### src/rtl/cpu_ctrl_pkg.sv
// cpu_ctrl_pkg: shared opcodes, sequencer state encoding and control-word bit indices.
package cpu_ctrl_pkg;

    localparam logic [7:0] OP_STORE = 8'h01;
    localparam logic [7:0] OP_LOAD  = 8'h02;
    localparam logic [7:0] OP_ADD   = 8'h03;
    localparam logic [7:0] OP_SUB   = 8'h04;
    localparam logic [7:0] OP_JGEZ  = 8'h05;
    localparam logic [7:0] OP_JMP   = 8'h06;
    localparam logic [7:0] OP_HALT  = 8'h07;
    localparam logic [7:0] OP_MPY   = 8'h08;
    localparam logic [7:0] OP_DIV   = 8'h09;
    localparam logic [7:0] OP_AND   = 8'h0A;
    localparam logic [7:0] OP_OR    = 8'h0B;
    localparam logic [7:0] OP_NOT   = 8'h0C;
    localparam logic [7:0] OP_SHL   = 8'h0D;
    localparam logic [7:0] OP_SHR   = 8'h0E;

    typedef enum logic [3:0] {
        S_IDLE,
        S_FA,
        S_FM,
        S_FI,
        S_DECODE,
        S_EM,
        S_EB,
        S_EX,
        S_S1,
        S_S2,
        S_HALTED,
        S_FAULT
    } state_t;

    localparam int C0  = 0;
    localparam int C1  = 1;
    localparam int C2  = 2;
    localparam int C3  = 3;
    localparam int C4  = 4;
    localparam int C5  = 5;
    localparam int C6  = 6;
    localparam int C7  = 7;
    localparam int C8  = 8;
    localparam int C9  = 9;
    localparam int C10 = 10;
    localparam int C13 = 13;
    localparam int C15 = 15;
    localparam int C16 = 16;
    localparam int C17 = 17;
    localparam int C18 = 18;
    localparam int C19 = 19;
    localparam int C20 = 20;
    localparam int C21 = 21;

endpackage

### src/rtl/cpu_op_decode.sv
// cpu_op_decode: combinational opcode classifier.
//   ir_opcode   : IR[15:8]
//   alu_bit_idx : control-word bit asserted in EX (LOAD passes through the adder)
//   is_mem_op   : opcode addresses memory (drives MAR<-IR[7:0] in DECODE), includes STORE
//   is_store, is_jmp, is_jgez, is_halt : single-opcode flags
module cpu_op_decode
    import cpu_ctrl_pkg::*;
(
    input  logic [7:0] ir_opcode,
    output logic [4:0] alu_bit_idx,
    output logic       is_mem_op,
    output logic       is_store,
    output logic       is_jmp,
    output logic       is_jgez,
    output logic       is_halt
);

    always_comb begin
        alu_bit_idx = '0;
        is_mem_op   = 1'b1;
        is_store    = ir_opcode == OP_STORE;
        is_jmp      = ir_opcode == OP_JMP;
        is_jgez     = ir_opcode == OP_JGEZ;
        is_halt     = ir_opcode == OP_HALT;
        case (ir_opcode)
            OP_STORE:        alu_bit_idx = '0;
            OP_LOAD, OP_ADD: alu_bit_idx = 5'(C9);
            OP_SUB:          alu_bit_idx = 5'(C13);
            OP_MPY:          alu_bit_idx = 5'(C15);
            OP_DIV:          alu_bit_idx = 5'(C16);
            OP_SHL:          alu_bit_idx = 5'(C17);
            OP_SHR:          alu_bit_idx = 5'(C18);
            OP_AND:          alu_bit_idx = 5'(C19);
            OP_OR:           alu_bit_idx = 5'(C20);
            OP_NOT:          alu_bit_idx = 5'(C21);
            default:         is_mem_op   = 1'b0;
        endcase
    end

endmodule

### src/rtl/cpu_ctrl_seq.sv
// cpu_ctrl_seq: microprogrammed fetch/decode/execute sequencer driving the one-hot control word.
//   clk, rst_n   : clock, asynchronous active-low reset
//   start        : leaves IDLE (ignored elsewhere)
//   ir_opcode    : IR[15:8], valid from the cycle after IR<-MBR
//   alu_flags    : {ZF, CF, OF, SF}; only SF is used (JGEZ)
//   mem_ready    : memory access complete
//   C            : control word, combinational from state/opcode/flags
//   busy, halted, fault : status
//   instr_count  : DECODE cycles seen, wrapping
module cpu_ctrl_seq
    import cpu_ctrl_pkg::*;
#(
    parameter int WAIT_TIMEOUT = 255
) (
    input  logic        clk,
    input  logic        rst_n,
    input  logic        start,
    input  logic [7:0]  ir_opcode,
    input  logic [3:0]  alu_flags,
    input  logic        mem_ready,
    output logic [21:0] C,
    output logic        busy,
    output logic        halted,
    output logic        fault,
    output logic [15:0] instr_count
);

    localparam int CW = $clog2(WAIT_TIMEOUT + 1);

    state_t        state, state_n;
    logic [CW-1:0] wait_cnt;
    logic [4:0]    alu_bit_idx;
    logic          is_mem_op, is_store, is_jmp, is_jgez, is_halt;
    logic          in_wait, timeout;
    logic          unused_flags;

    assign unused_flags = ^alu_flags[3:1];

    cpu_op_decode u_dec (
        .ir_opcode  (ir_opcode),
        .alu_bit_idx(alu_bit_idx),
        .is_mem_op  (is_mem_op),
        .is_store   (is_store),
        .is_jmp     (is_jmp),
        .is_jgez    (is_jgez),
        .is_halt    (is_halt)
    );

    assign in_wait = state inside {S_FM, S_EM, S_S2};
    // This cycle's miss would bring the wait count to WAIT_TIMEOUT.
    assign timeout = !mem_ready && wait_cnt == CW'(WAIT_TIMEOUT - 1);

    assign busy   = !(state inside {S_IDLE, S_HALTED, S_FAULT});
    assign halted = state == S_HALTED;
    assign fault  = state == S_FAULT;

    always_ff @(posedge clk or negedge rst_n) begin
        if (!rst_n) begin
            state       <= S_IDLE;
            wait_cnt    <= '0;
            instr_count <= '0;
        end else begin
            state       <= state_n;
            // Cleared on every state change, so each wait state starts from zero.
            wait_cnt    <= (state_n != state) ? '0 : (in_wait && !mem_ready) ? wait_cnt + 1'b1 : wait_cnt;
            instr_count <= (state == S_DECODE) ? instr_count + 1'b1 : instr_count;
        end
    end

    always_comb begin
        state_n = state;
        C       = '0;
        case (state)
            S_IDLE:   state_n = start ? S_FA : S_IDLE;
            S_FA: begin
                C[C0]   = 1'b1;
                state_n = S_FM;
            end
            S_FM: begin
                C[C1]   = 1'b1;
                state_n = mem_ready ? S_FI : timeout ? S_FAULT : S_FM;
            end
            S_FI: begin
                C[C2]   = 1'b1;
                C[C3]   = 1'b1;
                state_n = S_DECODE;
            end
            S_DECODE: begin
                C[C4]   = is_mem_op;
                C[C10]  = is_jmp || (is_jgez && !alu_flags[0]);
                state_n = is_halt ? S_HALTED : is_store ? S_S1 : is_mem_op ? S_EM : S_FA;
            end
            S_EM: begin
                C[C1]   = 1'b1;
                state_n = mem_ready ? S_EB : timeout ? S_FAULT : S_EM;
            end
            S_EB: begin
                C[C5]   = 1'b1;
                C[C8]   = ir_opcode == OP_LOAD;
                state_n = S_EX;
            end
            S_EX: begin
                C[alu_bit_idx] = 1'b1;
                state_n        = S_FA;
            end
            S_S1: begin
                C[C6]   = 1'b1;
                state_n = S_S2;
            end
            S_S2: begin
                C[C7]   = 1'b1;
                state_n = mem_ready ? S_FA : timeout ? S_FAULT : S_S2;
            end
            default:  state_n = state;
        endcase
    end

endmodule

### config.mk
export PLATFORM = sky130hd
export DESIGN_NAME = cpu_ctrl_seq
export DESIGN_NICKNAME = d
export VERILOG_FILES = /design/src/rtl/cpu_ctrl_pkg.sv /design/src/rtl/cpu_op_decode.sv /design/src/rtl/cpu_ctrl_seq.sv
export SDC_FILE = /design/constraint.sdc
export NUM_CORES = 1
export LEC_CHECK = 0
export ABC_AREA = 1
export CAP_MARGIN = 20
export CORE_MARGIN = 3
export CORE_UTILIZATION = 45
export DETAILED_ROUTE_END_ITERATION = 8
export GPL_ROUTABILITY_DRIVEN = 0
export PLACE_DENSITY_LB_ADDON = 0.05
export SETUP_SLACK_MARGIN = 0.2
export SLEW_MARGIN = 20
export SYNTH_ARGS = -nofsm -noshare
export SYNTH_HDL_FRONTEND = slang
export SYNTH_SLANG_ARGS = --single-unit
### constraint.sdc
create_clock -name clk -period 4.7 [get_ports clk]
set_clock_uncertainty 0.1 [all_clocks]
set_input_delay 0.705 -clock clk [delete_from_list [all_inputs] [get_ports clk]]
set_output_delay 0.705 -clock clk [all_outputs]
set_load 0.01 [all_outputs]
# Word-level counts from Yosys, hierarchy flattened
# Cells that the tools add are included.
dict set report word_totals {
  elab_cells 77
  in_bits 16
  out_inout_bits 41
  reg_bits 28
}
dict set report classes {
  add_sub_neg 2
  n_eq_ne 27
  magnitude_cmp 2
  reduce_logical 15
  mux 28
}
# op count
set op_table {}
lappend op_table {{$eq A8 B4 Y1 const B} 7}
lappend op_table {{$pmux W5 S9} 1}
lappend op_table {{$pmux W4 S10} 1}
lappend op_table {{$eq A8 B3 Y1 const B} 4}
lappend op_table {{$mux W4} 7}
lappend op_table {{$add A16 B1 Y16 const B} 1}
lappend op_table {{$eq A4 B3 Y1 const B} 4}
lappend op_table {{$eq A4 B4 Y1 const B} 4}
lappend op_table {{$eq A8 B2 Y1 const B} 2}
lappend op_table {{$mux W8} 2}
lappend op_table {{$pmux W1 S2} 8}
lappend op_table {{$mux W11} 1}
lappend op_table {{$reduce_or A11 Y1} 1}
lappend op_table {{$add A8 B1 Y8 const B} 1}
lappend op_table {{$eq A4 B2 Y1 const B} 2}
lappend op_table {{$eq A8 B1 Y1 const B} 1}
lappend op_table {{$eq A8 B8 Y1 const B} 1}
lappend op_table {{$lt A5 B6 Y1 const B} 1}
lappend op_table {{$reduce_bool A3 Y1} 2}
lappend op_table {{$demux W1 S5} 1}
lappend op_table {{$ge A5 B1 Y1 const B} 1}
lappend op_table {{$eq A4 B1 Y1 const B} 1}
lappend op_table {{$logic_and A1 B1 Y1} 4}
lappend op_table {{$logic_not A4 Y1} 1}
lappend op_table {{9 further kinds} 15}

# Depth between registers and ports, before layout
dict set report logic_depth {
  ltp_word 9
  depth_mapped 15
}

# Modules after synthesis
# From an unflattened synthesis, not the netlist that was laid out.
dict set report unflattened {
  cells_unflattened 317
  hier_area_um2 2115.8
}
# mod area_per_inst_um2 n_inst cells_each seq_area_each_um2
set by_module_without_submodules {}
lappend by_module_without_submodules {cpu_ctrl_seq 1873.0 1 263 700.7}
lappend by_module_without_submodules {cpu_op_decode 242.7 1 54 0.0}

# Worst setup path before layout
# No wires, ideal clock.
dict set report synth_timing {
  kind {input -> output}
  start {in ir_opcode[4]}
  end {out C[18]}
  path_stages 10
  t_arrival_ns 1.850
  slack_ns 2.045
  t_required_ns 3.895
  cell_sequence {inv_1 -> nand2_1 -> nor2_1 -> buf_4 -> nand2_1 -> nand2_1 -> nor2_1 -> inv_1 -> nand3_1 -> nor4_1}
}
dict set report synth_via {
  elab_chain_cells 8
}
# item line_no
set synth_lines {}
lappend synth_lines {{start: declaration} cpu_ctrl_seq.sv:18} ;# input logic [7:0] ir_opcode,
lappend synth_lines {{$eq A8 B2 Y1} cpu_op_decode.sv:25} ;# case (ir_opcode)
lappend synth_lines {{$reduce_or A2 Y1} -}
lappend synth_lines {{$pmux W5 S9 (*)} cpu_op_decode.sv:25}
lappend synth_lines {{$lt A5 B6 Y1 (implied by the code) / $ge A5 B1 Y1 (equally long branches)} cpu_ctrl_seq.sv:103} ;# C[alu_bit_idx] = 1'b1;
lappend synth_lines {{$logic_and A1 B1 Y1 (implied by the code)} cpu_ctrl_seq.sv:103}
lappend synth_lines {{$mux W1 (implied by the code)} cpu_ctrl_seq.sv:103}
lappend synth_lines {{$demux W1 S5 (*)} cpu_ctrl_seq.sv:103}
lappend synth_lines {{$mux W11 (*)} cpu_ctrl_seq.sv:73} ;# case (state)
lappend synth_lines {{end: declaration} cpu_ctrl_seq.sv:21} ;# output logic [21:0] C,
# Every way passes the cells marked *; elsewhere a longest branch is shown, timed or not.

# Final worst setup path
dict set report layout_timing {
  start {in ir_opcode[3]}
  end {out C[20]}
}
# Same word-level chain as after synthesis.

==> qor.csv <==
metric;value;unit
Peak VDD IR;0.165;mV
Mapped Cells;288;
Residual DRC;0;
DP Worst Slack;1.01;ns
Die Area;5350;µm²
Reg power frac;34.6;%
synthesized area;2030;µm²
sequential area share after synthesis;34.5;%
Critical Path RT;3.89;ns
clock root cell;clkbuf_8;
worst path cell trace;clkdlybuf4s50_1 -> inv_1 -> nand2_1 -> inv_1 -> nand2_1 -> nor2_1 -> nor2_1 -> o211ai_1 -> a31oi_1 -> nand2_1 -> nor2_1 -> clkdlybuf4s50_1;
standard-cell rows;23;
Register Area;701;µm²
largest net degree at the start of global routing;29;
Post-synth top cells;nand2_1 (65), nor2_1 (47), inv_1 (46), dfrtp_1 (28), nand3_1 (23);
worst reg-to-reg path cell count;11;
final cycle utilization of the critical path;78.6;%
vias in the first global route;1749;
RR Endpoint;wait_cnt[0];
top cells by area, synth;dfrtp_1 (35%), nand2_1 (12%), nor2_1 (8.7%);
largest stage delay on the critical path;0.54;ns
Antenna diodes;0;
drt via density;4.84;
clk_lat worst skew;0.27;ns
CP max stage cell;clkdlybuf4s50_1;
clock share of power;13.8;%
Crit path max-delay family;buffers and inverters;
DRT Wirelength;4350;µm
FF-to-FF Start;state[0];
cell taking the most area after synthesis;dfrtp_1;
post-synth top area share;34.5;%
Avg WL per Cell;11.1;µm
CORE AREA;4170;µm²
CTS clk-pin slew, worst paths;0.10;ns
H-tree levels;1;
Yosys cell types;31;
Die Width;73.2;µm
Avg Inst Size Synth;7.05;µm²
Buffers on Ports;50;
Fin. Hold Viols;0;
Sink Count;28;
layout cell share with drive strength beyond 1;6.74;%
Hold Path Sink;instr_count[15];
first-pass GRT wire length;7370;µm
Die Ht;73.2;µm
sw power;414;µW
Fmax;0.271;GHz
First DRT Iteration DRCs;102;
Post-synth EDFFs;0;
initial antenna violation count;0;
P_leak;0.00133;µW
Worst Path Arrival;2.89;ns
Yosys warning total;0;
hold_sp;instr_count[15];
Sw Ratio;44.5;%
Initial Util;48.6;%
Pre-antenna DRT Iters;4;
outcome;finished clean;
CP endpoint kind;output port;
cts bufs inserted;3;
# hold bufs at CTS;0;
FF+latch count, synth;28;
vias;1894;
clk buf depth;2;
CP Buf/Inv Count;4;
IO Pins;57;
WS Path Type;input port to output port;
Max FO, Critical Path;4;
Multi-input gate area;1130;µm²
Post-synth ARST share;100;%
Setup Buffers After CTS;0;
Max Slew Vio Count;0;
Hold Path Class;flip-flop to flip-flop;
RSZ-0062 raised after global routing;false;
Total Neg Setup Slack;0;ns
max cap viols;0;
Hold Path Depth;1;
gr ovfl total;0;
Internal Power;516;µW
most common cell in the netlist;nand2_1;
Setup Viol. Count Final;0;
aggregate global-route resource usage;16.9;%
post-cts sizing count;0;
fin worst setup slack;1.00;ns
crit path from;ir_opcode[3];
Comb power frac;51.6;%
fin nets;362;
Most used DFF post-synth;dfrtp_1;
post-DP HPWL;3500;µm
CTS tree;done;
synth-to-layout area growth;29.4;%
Period minus WS final;3.70;ns
Cell Pwr Density;354;nW/µm²
CP Launch Type;input port;
reg2reg setup slack;2.66;ns
Detail Route Antenna Nets;0;
Fill cells;370;
power groups by stage:
stage	logic [µW]	registers (µW)	clock network [µW]
after global routing	539	327	139
after CTS	483	321	133
after global placement	480	326	0
after floorplan	313	322	0
final	480	322	128
after detailed placement	480	326	0
registers in the layout, indices dropped and copies added (netlist names):
signal       cells
state            4
instr_count     16
wait_cnt         8
cells in the final DEF, fill, tap and decap left out, types with 3 or more instances in the layout:
cell / instances
nand2_2: 3
nor2_2: 5
clkbuf_8: 3
dfrtp_1: 28
nor2_4: 3
xnor2_1: 7
nor2_1: 47
inv_1: 46
clkdlybuf4s50_1: 50
ha_1: 3
o21ai_0: 8
conb_1: 3
nand3_1: 23
nor4_1: 3
xor2_1: 14
nand2_1: 65
nor3_1: 10
area by class of cell:
type	instances	area share, %
tap	50	2.38
clock buffer	3	1.57
multi-input combinational	212	43.2
sequential	28	26.7
timing repair buffer	52	19.6
inverter	46	6.57
worst max path at each step:
stage / end / slack (ns) / depth (start not counted)
4_1_cts: C[16] / 1.01 / 12
2_1_floorplan: C[18] / 2.05 / 10
3_3_place_gp: C[16] / 1.00 / 12
3_5_place_dp: C[16] / 1.01 / 13
5_1_grt: C[21] / 0.76 / 14
6_report: C[20] / 1.00 / 12
layer usage:
metal / up-vias / part of all wire (%) / global-route usage (%) / wire [µm]
met5: - / 0 / 0 / 0
met3: 4 / 5.4 / 3.31 / 237
li1: 1003 / - / - / -
met4: 0 / 0.60 / 3.89 / 26
met2: 49 / 45 / 26.2 / 1940
met1: 838 / 49 / 24.3 / 2150
through the flow:
step                      instances  hold slack [ns]  utilization, %  total power (µW)  area, µm²
after CTS                       391            0.374            62.9               937       2630
after global routing            391            0.398            62.9              1000       2630
after global placement          388            0.357            61.9               805       2580
after floorplan                 290            0.309               -               635       2040
final                           391            0.366            62.9               930       2630
after detailed placement        388            0.358            61.9               806       2580
cells by family after synthesis:
family / share of synthesized area, %
adder cells (fa/ha/maj): 1.85
AO/OA/AOI/OAI: 5.49
flip-flops: 34.5
AND/OR/NAND/NOR: 38.9
buffers and inverters: 9.99
other: 0.185
XOR/XNOR: 9.06
No activity file was read; power rests on OpenSTA's default activity.
